## src/rtl/tamagotchi_btn_conditioner_pkg.sv

```systemverilog
// tamagotchi_pkg: shared button indices, debounce state encoding and default timing constants
package tamagotchi_pkg;
    localparam int DEBOUNCE_CYCLES_DEF = 1000000;
    localparam int SEC_CYCLES_DEF = 50000000;
    localparam int HOLD_MAX_DEF = 5;
    localparam int NUM_BTN = 6;
    localparam int SALUD = 0;
    localparam int ENERGIA = 1;
    localparam int HAMBRE = 2;
    localparam int DIVERSION = 3;
    localparam int RESET = 4;
    localparam int TEST = 5;
    typedef enum logic [1:0] {RELEASED, PRESS_PEND, PRESSED, RELEASE_PEND} db_state_t;
endpackage

```

## src/rtl/tamagotchi_btn_conditioner_if.sv

```systemverilog
// tamagotchi_btn_conditioner_if: raw active-low buttons in, conditioned pulses/levels/hold counts out
interface tamagotchi_btn_conditioner_if;
    logic       btn_salud_n, btn_energia_n, btn_hambre_n, btn_diversion_n, btn_reset_n, btn_test_n;
    logic       btn_salud, btn_energia, btn_hambre, btn_diversion, btn_reset, btn_test;
    logic [2:0] count_reset, count_test;
    modport slave (
        input  btn_salud_n, btn_energia_n, btn_hambre_n, btn_diversion_n, btn_reset_n, btn_test_n,
        output btn_salud, btn_energia, btn_hambre, btn_diversion, btn_reset, btn_test,
               count_reset, count_test
    );
    modport master (
        output btn_salud_n, btn_energia_n, btn_hambre_n, btn_diversion_n, btn_reset_n, btn_test_n,
        input  btn_salud, btn_energia, btn_hambre, btn_diversion, btn_reset, btn_test,
               count_reset, count_test
    );
endinterface

```

## src/rtl/tamagotchi_btn_conditioner_btn_debounce.sv

```systemverilog
// btn_debounce: 2-flop synchroniser plus debounce FSM; outputs debounced level and its rise indication
module btn_debounce
    import tamagotchi_pkg::*;
#(
    parameter int DEBOUNCE_CYCLES = DEBOUNCE_CYCLES_DEF
) (
    input  logic clk,
    input  logic rst_n,
    input  logic raw_n,
    output logic level,
    output logic rise
);
    localparam int CW = $clog2(DEBOUNCE_CYCLES);
    logic [1:0] sync;
    logic [CW-1:0] cnt, cnt_nx;
    db_state_t st, st_nx;
    logic level_q, synced, done;
    assign synced = sync[1];
    // the entering sample counts as the first stable one, so D-2 here means D samples in total
    assign done = cnt == CW'(DEBOUNCE_CYCLES - 2);
    assign level = st == PRESSED || st == RELEASE_PEND;
    assign rise = level && !level_q;
    always_ff @(posedge clk) begin
        if (!rst_n) begin
            sync <= '0;
            st <= RELEASED;
            cnt <= '0;
            level_q <= 1'b0;
        end else begin
            sync <= {sync[0], ~raw_n};
            st <= st_nx;
            cnt <= cnt_nx;
            level_q <= level;
        end
    end
    always_comb begin
        st_nx = st;
        cnt_nx = cnt + 1'b1;
        case (st)
            RELEASED: begin
                cnt_nx = '0;
                st_nx = synced ? PRESS_PEND : RELEASED;
            end
            PRESS_PEND: st_nx = !synced ? RELEASED : (done ? PRESSED : PRESS_PEND);
            PRESSED: begin
                cnt_nx = '0;
                st_nx = !synced ? RELEASE_PEND : PRESSED;
            end
            default: st_nx = synced ? PRESSED : (done ? RELEASED : RELEASE_PEND);
        endcase
    end
endmodule

```

## src/rtl/tamagotchi_btn_conditioner.sv

```systemverilog
// tamagotchi_btn_conditioner: debounced stat press pulses and reset/test held-seconds counters.
// TAMAGOTCHI_AUTOREPEAT_EN adds a once-per-second repeat pulse on held stat buttons.
module tamagotchi_btn_conditioner
    import tamagotchi_pkg::*;
#(
    parameter int DEBOUNCE_CYCLES = DEBOUNCE_CYCLES_DEF,
    parameter int SEC_CYCLES = SEC_CYCLES_DEF,
    parameter int HOLD_MAX = HOLD_MAX_DEF
) (
    input logic clk,
    input logic rst_n,
    tamagotchi_btn_conditioner_if.slave bus
);
    localparam int PW = $clog2(SEC_CYCLES + 1);
    logic [NUM_BTN-1:0] raw_n, lvl, rise;
    logic [3:0] pulse;
    logic [PW-1:0] hold_pre [2];
    logic [2:0] hold_cnt [2];
    assign raw_n = {bus.btn_test_n, bus.btn_reset_n, bus.btn_diversion_n,
                    bus.btn_hambre_n, bus.btn_energia_n, bus.btn_salud_n};
    for (genvar g = 0; g < NUM_BTN; g++) begin : g_db
        btn_debounce #(.DEBOUNCE_CYCLES(DEBOUNCE_CYCLES)) u_db (
            .clk(clk), .rst_n(rst_n), .raw_n(raw_n[g]), .level(lvl[g]), .rise(rise[g])
        );
    end
    // prescaler sits at 0 while released, so every new press starts a fresh second
    always_ff @(posedge clk) begin
        for (int i = 0; i < 2; i++) begin
            if (!rst_n || !lvl[RESET + i]) begin
                hold_pre[i] <= '0;
                hold_cnt[i] <= '0;
            end else if (hold_cnt[i] != 3'(HOLD_MAX)) begin
                hold_pre[i] <= (hold_pre[i] == PW'(SEC_CYCLES - 1)) ? '0 : hold_pre[i] + 1'b1;
                hold_cnt[i] <= hold_cnt[i] + 3'(hold_pre[i] == PW'(SEC_CYCLES - 1));
            end
        end
    end
`ifdef TAMAGOTCHI_AUTOREPEAT_EN
    logic [PW-1:0] rep_pre [4];
    logic [3:0] rep_hit;
    always_comb begin
        rep_hit = '0;
        for (int i = 0; i < 4; i++) rep_hit[i] = lvl[i] && rep_pre[i] == PW'(SEC_CYCLES - 1);
    end
    always_ff @(posedge clk) begin
        for (int i = 0; i < 4; i++)
            rep_pre[i] <= (!rst_n || !lvl[i] || rise[i] || rep_hit[i]) ? '0 : rep_pre[i] + 1'b1;
        pulse <= !rst_n ? '0 : rise[3:0] | rep_hit;
    end
`else
    always_ff @(posedge clk) pulse <= !rst_n ? '0 : rise[3:0];
`endif
    assign bus.btn_salud = pulse[SALUD];
    assign bus.btn_energia = pulse[ENERGIA];
    assign bus.btn_hambre = pulse[HAMBRE];
    assign bus.btn_diversion = pulse[DIVERSION];
    assign bus.btn_reset = lvl[RESET];
    assign bus.btn_test = lvl[TEST];
    // counts read 0 the moment the level drops; the registers clear on the following edge
    assign bus.count_reset = lvl[RESET] ? hold_cnt[0] : '0;
    assign bus.count_test = lvl[TEST] ? hold_cnt[1] : '0;
endmodule

```

## src/flat_wrapper.sv

```systemverilog
// flat-port wrapper written by rule: the top's interface ports become plain ports
module tamagotchi_btn_conditioner_flat import tamagotchi_pkg::*;
#(
    parameter int DEBOUNCE_CYCLES = DEBOUNCE_CYCLES_DEF,
    parameter int SEC_CYCLES = SEC_CYCLES_DEF,
    parameter int HOLD_MAX = HOLD_MAX_DEF
)
  (clk, rst_n, bus_btn_salud_n, bus_btn_energia_n, bus_btn_hambre_n, bus_btn_diversion_n, bus_btn_reset_n, bus_btn_test_n, bus_btn_salud, bus_btn_energia, bus_btn_hambre, bus_btn_diversion, bus_btn_reset, bus_btn_test, bus_count_reset, bus_count_test);
  tamagotchi_btn_conditioner_if bus_i ();
  input logic clk;
  input logic rst_n;
  input wire logic [$bits(bus_i.btn_salud_n)-1:0] bus_btn_salud_n;
  input wire logic [$bits(bus_i.btn_energia_n)-1:0] bus_btn_energia_n;
  input wire logic [$bits(bus_i.btn_hambre_n)-1:0] bus_btn_hambre_n;
  input wire logic [$bits(bus_i.btn_diversion_n)-1:0] bus_btn_diversion_n;
  input wire logic [$bits(bus_i.btn_reset_n)-1:0] bus_btn_reset_n;
  input wire logic [$bits(bus_i.btn_test_n)-1:0] bus_btn_test_n;
  output wire logic [$bits(bus_i.btn_salud)-1:0] bus_btn_salud;
  output wire logic [$bits(bus_i.btn_energia)-1:0] bus_btn_energia;
  output wire logic [$bits(bus_i.btn_hambre)-1:0] bus_btn_hambre;
  output wire logic [$bits(bus_i.btn_diversion)-1:0] bus_btn_diversion;
  output wire logic [$bits(bus_i.btn_reset)-1:0] bus_btn_reset;
  output wire logic [$bits(bus_i.btn_test)-1:0] bus_btn_test;
  output wire logic [$bits(bus_i.count_reset)-1:0] bus_count_reset;
  output wire logic [$bits(bus_i.count_test)-1:0] bus_count_test;
  assign bus_i.btn_salud_n = bus_btn_salud_n;
  assign bus_i.btn_energia_n = bus_btn_energia_n;
  assign bus_i.btn_hambre_n = bus_btn_hambre_n;
  assign bus_i.btn_diversion_n = bus_btn_diversion_n;
  assign bus_i.btn_reset_n = bus_btn_reset_n;
  assign bus_i.btn_test_n = bus_btn_test_n;
  assign bus_btn_salud = bus_i.btn_salud;
  assign bus_btn_energia = bus_i.btn_energia;
  assign bus_btn_hambre = bus_i.btn_hambre;
  assign bus_btn_diversion = bus_i.btn_diversion;
  assign bus_btn_reset = bus_i.btn_reset;
  assign bus_btn_test = bus_i.btn_test;
  assign bus_count_reset = bus_i.count_reset;
  assign bus_count_test = bus_i.count_test;
  tamagotchi_btn_conditioner #(.DEBOUNCE_CYCLES(DEBOUNCE_CYCLES), .SEC_CYCLES(SEC_CYCLES), .HOLD_MAX(HOLD_MAX)) u_core (.clk(clk), .rst_n(rst_n), .bus(bus_i));
endmodule
```

## config.mk

```make
export PLATFORM = sky130hd
export DESIGN_NAME = tamagotchi_btn_conditioner_flat
export DESIGN_NICKNAME = d
export VERILOG_FILES = /design/src/rtl/tamagotchi_btn_conditioner_pkg.sv /design/src/rtl/tamagotchi_btn_conditioner_if.sv /design/src/rtl/tamagotchi_btn_conditioner_btn_debounce.sv /design/src/rtl/tamagotchi_btn_conditioner.sv /design/src/flat_wrapper.sv
export SDC_FILE = /design/constraint.sdc
export NUM_CORES = 1
export LEC_CHECK = 0
export ABC_AREA = 1
export CELL_PAD_IN_SITES_DETAIL_PLACEMENT = 1
export CELL_PAD_IN_SITES_GLOBAL_PLACEMENT = 1
export CORE_MARGIN = 4
export CORE_UTILIZATION = 41
export DETAILED_ROUTE_END_ITERATION = 10
export GPL_TIMING_DRIVEN = 0
export MAX_ROUTING_LAYER = met4
export PLACE_DENSITY = 0.73
export SYNTH_ARGS = -nofsm -noshare
export SYNTH_HDL_FRONTEND = slang
export SYNTH_SLANG_ARGS = --single-unit
```

## constraint.sdc

```tcl
create_clock -name clk -period 2.55 [get_ports clk]
set_clock_uncertainty 0.2 [all_clocks]
set_input_delay 0.3825 -clock clk [delete_from_list [all_inputs] [get_ports clk]]
set_output_delay 0.3825 -clock clk [all_outputs]
set_load 0.02 [all_outputs]
```

-- Word-level counts from Yosys, hierarchy flattened
Memories as Yosys holds them, arrays and structs flattened.
Index checks and enable logic that the tools add are counted.
- bits in registers: 152
- RAM bits: 58
- bits of input ports: 8
- word-level logic and storage cells: 165
- memories kept: 2
- $add $sub $neg: 10
- equality and inequality tests: 28
- muxes and demuxes: 60
- bitwise logic cells: 11
- reduce and logical (&&, ||, !) cells: 31
- memories (name ; words ; width ; rd ports ; clocked after Yosys merged registers in ; wr ports ; line ; text):
    u_core.hold_pre ; 2 ; 26 ; 2 ; 0 ; 2 ; tamagotchi_btn_conditioner.sv:17 ; logic [PW-1:0] hold_pre [2];
    u_core.hold_cnt ; 2 ; 3 ; 2 ; 0 ; 2 ; tamagotchi_btn_conditioner.sv:18 ; logic [2:0] hold_cnt [2];
- operator list (cell ; count):
    20-bit by 1-bit adder with 20-bit output, second input constant ; 6
    20-bit == test, second input constant ; 6
    26-bit two-way mux ; 4
    26-bit by 1-bit adder with 26-bit output, second input constant ; 2
    26-bit == test, second input constant ; 2
    2-bit two-way mux ; 24
    2-bit one-hot mux with 3 select lines ; 6
    2-bit == test, second input constant ; 12
    1-bit two-way mux ; 22
    3-bit OR reduction ; 6
    2-bit by 1-bit == test with 1-bit output, second input constant ; 6
    2-bit logical NOT ; 6
    3-bit two-way mux ; 4
    1-bit logical OR ; 8
    1-bit logical NOT ; 7
    1-bit NOT ; 7
    3-bit by 1-bit adder with 3-bit output ; 2
    3-bit inequality test, second input constant ; 2
    1-bit logical AND ; 4
    1-bit OR ; 4

-- Longest topological paths before layout
- word-level depth: 7
- mapped depth: 11
- gate-level depth less buffers: 11

-- Modules after synthesis
Synthesis repeated with hierarchy kept, for this count alone.
- cell total of the unflattened synthesis: 1591
- area total of the unflattened synthesis: 11247.0 µm²
- by module, submodules not included (module ; times used ; cells an instance ; area an instance (µm²)):
    btn_debounce ; 6 ; 183 ; 1237.4
    tamagotchi_btn_conditioner ; 1 ; 493 ; 3822.4

-- Worst setup path after synthesis
OpenSTA, ideal clock, no wires.
- path kind: input port to flip-flop
- start: input port rst_n
- end: memory u_core.hold_cnt[0][0] (enable)
- library setup time: 0.596 ns
- arrival: 1.867 ns
- setup slack: -0.113 ns
- stages on the path: 4
- path through: buf_2 -> buf_2 -> buf_1 -> nand4_1
- RTL lines (what ; line ; text):
    start: declaration ; flat_wrapper.sv:11 ; input logic rst_n;
    end: declaration ; tamagotchi_btn_conditioner.sv:18 ;

-- Worst setup path after layout
- start: register u_core.g_db[5].u_db.st[1]
- end: output port bus_count_test[0]
- longest elaborated chain between the ends: 3
- elaborated cells on any way between the ends: 4
- ends and longest elaborated chain (what ; line ; text):
    start: declaration ; tamagotchi_btn_conditioner_btn_debounce.sv:16 ; db_state_t st, st_nx;
    start signal: assignment ; tamagotchi_btn_conditioner_btn_debounce.sv:31 ; st <= st_nx;
    2-bit == test ; tamagotchi_btn_conditioner_btn_debounce.sv:21 ; assign level = st == PRESSED || st == RELEASE_PEND;
    1-bit logical OR (*) ; tamagotchi_btn_conditioner_btn_debounce.sv:21 ;
    3-bit two-way mux (*) ; tamagotchi_btn_conditioner.sv:61 ; assign bus.count_test = lvl[TEST] ? hold_cnt[1] : '0;
    end: declaration ; flat_wrapper.sv:25 ; output wire logic [$bits(bus_i.count_test)-1:0] bus_count_test;
Mark *: on every way between the ends. The rest lies on a longest branch, timed or not.

==> summary.txt <==
outcome -> finished clean
initial core utilization -> 41.7%
TritonRoute pass-1 iters -> 5
Core ar. -> 26100 um2
grt total ovfl -> 0
Critical Path AT -> 1810 ps
post-CTS setup buffer count -> 0
final hold violation count -> 0
synth unique cells -> 38
wire length per cell -> 14.1 um
global-route wire length before repair -> 49300 um
share of cells above drive strength 1 -> 4.68%
leakage -> 4.14 nW
CTS sink count -> 210
initial drt markers -> 373
Max Freq -> 417 MHz
chip height -> 171 um
Hold Path Class -> reg -> reg
hold path startpoint -> u_core.g_db[2].u_db.level_q$_SDFF_PN0_
worst r2r path cells -> 11
vias in the first global route -> 10373
DRC -> 0
IO Port Bufs -> 18
CP startpoint kind -> flip-flop
Via density -> 4.99
placed cell count -> 1952
Reg2Reg Setup Slack -> 230 ps
All-Layer GR Usage -> 20.5%
Max Slew Vio Count -> 0
RSZ-0062 raised after global routing -> no
post-route insts no fill -> 2000
Final Cycle Share -> 94.0%
Die Width -> 171 um
Design Power -> 6.92 mW
# rows -> 59
CTS root buf -> clkbuf_16
via count -> 9987
# resized after CTS -> 0
RR Endpoint -> u_core.hold_cnt[1][2]$_SDFFCE_PN0P_
Ports -> 20
number of setup violations in the final report -> 0
Worst Tran Pin Value -> 1290 ps
die area -> 29300 um2
worst relative slew slack -> 14.0%
Synth Instances -> 1598
Crit. End Element -> output pin
Hold Path Stages -> 1
Reg2Reg Launch Point -> u_core.hold_pre[1][0]$_SDFFCE_PP0P_
final net count -> 1672
CTS clock-pin slew for the worst setup and hold paths -> 60 ps
Min Clock Period, post-route -> 2400 ps
Seq/Total Area, Yosys -> 43.9%
Hold EP -> u_core.pulse[2]$_SDFF_PN0_
Avg Synthesized Cell Area -> 6.83 um2
synthesized area -> 10900 um2
antenna-violating nets left -> 0
# diodes -> 0
Total Wirelength -> 28300 um
Crit Path Category -> reg -> out
Pwr per Cell Area -> 560 nW/um2
critical path fanouts, max -> 7
warnings from Yosys -> 0
Clk Latency, worst-skew pair -> 520 ps
synth-to-layout area growth -> 13.2%
cts bufs inserted -> 25
max-cap viol count -> 0
GP Congestion -> 0.837
# hold bufs at CTS -> 0
initial antenna violation count -> 0
hpwl dp -> 21400 um
Worst VDD drop -> 0.000406 V
post-synthesis net count -> 1624
largest net degree at the start of global routing -> 30
CTS HTree Levels -> 1
TritonCTS clock tree -> built
Crit path required time -> 1970 ps
Longest Clk Path Bufs -> 3
Synth Register Bits -> 210
-- critical path, stage by stage (launching register included) --
cell,delay (ps)
dfxtp_1,300
clkbuf_2,200
nand2_1,130
inv_1,70
clkdlybuf4s50_1,600
-- cell usage after synthesis (all sizes together) --
library cell,count,share of area [%]
a211oi,1,0.069
dfxtp,152,28
xnor2,17,1.4
xor2,13,1.0
ha,18,2.1
nor3b,2,0.14
o21bai,2,0.24
and2,3,0.17
nand3,69,3.2
nor3,13,0.60
nor2,367,13
edfxtp,58,16
o221a,1,0.10
a31oi,1,0.057
nand4,32,1.8
and3b,1,0.080
o21a,6,0.41
nand3b,9,0.62
clkbuf,7,0.25
buf,11,0.72
o21ai,54,2.5
nand2,444,15
or2,6,0.34
inv,209,7.2
a21oi,100,4.6
clkinv,1,0.034
o211ai,1,0.069
-- worst max path at each step --
stage	from	end	slack, ps	depth (start not counted)
after global routing	u_core.g_db[5].u_db.st[1]$_SDFF_PN0_	bus_count_test[2]	20	4
after floorplan	rst_n	u_core.hold_cnt[0][0]$_SDFFCE_PN0P_	20	4
final	u_core.g_db[5].u_db.st[1]$_SDFF_PN0_	bus_count_test[0]	150	4
after detailed placement	rst_n	u_core.hold_pre[0][17]$_SDFFCE_PP0P_	-520	5
after CTS	rst_n	u_core.hold_pre[0][6]$_SDFFCE_PP0P_	40	5
after global placement	rst_n	u_core.hold_pre[0][11]$_SDFFCE_PP0P_	-1110	4
-- per-layer routing --
metal	GRT usage [%]	wire length, um
met1	26.4	13600
met3	2.29	619
met4	4.17	550
met5	-	0
met2	34.9	13500
-- stage by stage --
step | area (um2) | TNS (ps) | setup slack (ps) | util (%) | hold WS, ps
after floorplan | 10900 | 0 | 16.9 | - | 168
after global placement | 11500 | -32190 | -1110 | 44.0 | 173
after detailed placement | 11500 | -12850 | -516 | 44.1 | 185
after CTS | 12300 | 0 | 35.0 | 47.2 | 176
after global routing | 12400 | 0 | 16.0 | 47.3 | 193
final | 12400 | 0 | 154 | 47.3 | 187
-- final cells by class --
class	instances	area, um2
Inverter	210	788
Sequential cell	210	4780
Clock inverter	11	83.8
Timing Repair Buffer	21	235
Clock buffer	35	703
Fill cell	3450	13800
Buffer	18	108
Multi-Input combinational cell	1160	5230
Tap cell	335	419
-- flip-flops by register name, summed over array words and instances, names as in the netlist --
| signal | count |
|---|---|
| u_core.g_db.u_db.level_q | 4 |
| u_core.hold_cnt | 6 |
| u_core.g_db.u_db.st | 12 |
| u_core.g_db.u_db.sync | 12 |
| u_core.hold_pre | 52 |
| u_core.pulse | 4 |
| u_core.g_db.u_db.cnt | 120 |
-- report_power, final --
| part | internal (mW) | switching [mW] |
|---|---|---|
| registers | 3.42 | 0.00689 |
| logic | 0.0226 | 0.0414 |
| clock network | 2.02 | 1.40 |
-- logic make-up (layout without fill, tap and decap cells) --
kind of cell    count (synthesis)  in the layout  synth area share, %
simple gates                  946            946                 35.4
buf+inv                       228            295                 8.20
flops                         210            210                 43.9
compound gates                166            166                 8.05
xor+xnor                       30             30                 2.41
fa+ha+maj                      18             18                 2.06
-- layout by cell type, fill, tap and decap left out, types with 9 or more instances in the layout --
| cell | instances |
|---|---|
| nand2_1 | 442 |
| nor2_1 | 355 |
| inv_1 | 209 |
| dfxtp_1 | 152 |
| a21oi_1 | 99 |
| nand3_1 | 68 |
| edfxtp_1 | 58 |
| o21ai_0 | 53 |
| nand4_1 | 32 |
| clkbuf_16 | 25 |
| ha_1 | 18 |
| clkdlybuf4s50_1 | 18 |
| xnor2_1 | 17 |
| nor3_1 | 13 |
| xor2_1 | 13 |
| clkbuf_1 | 12 |
| nand3b_1 | 9 |
| clkinv_2 | 9 |
(Power assumes the default switching activity.)
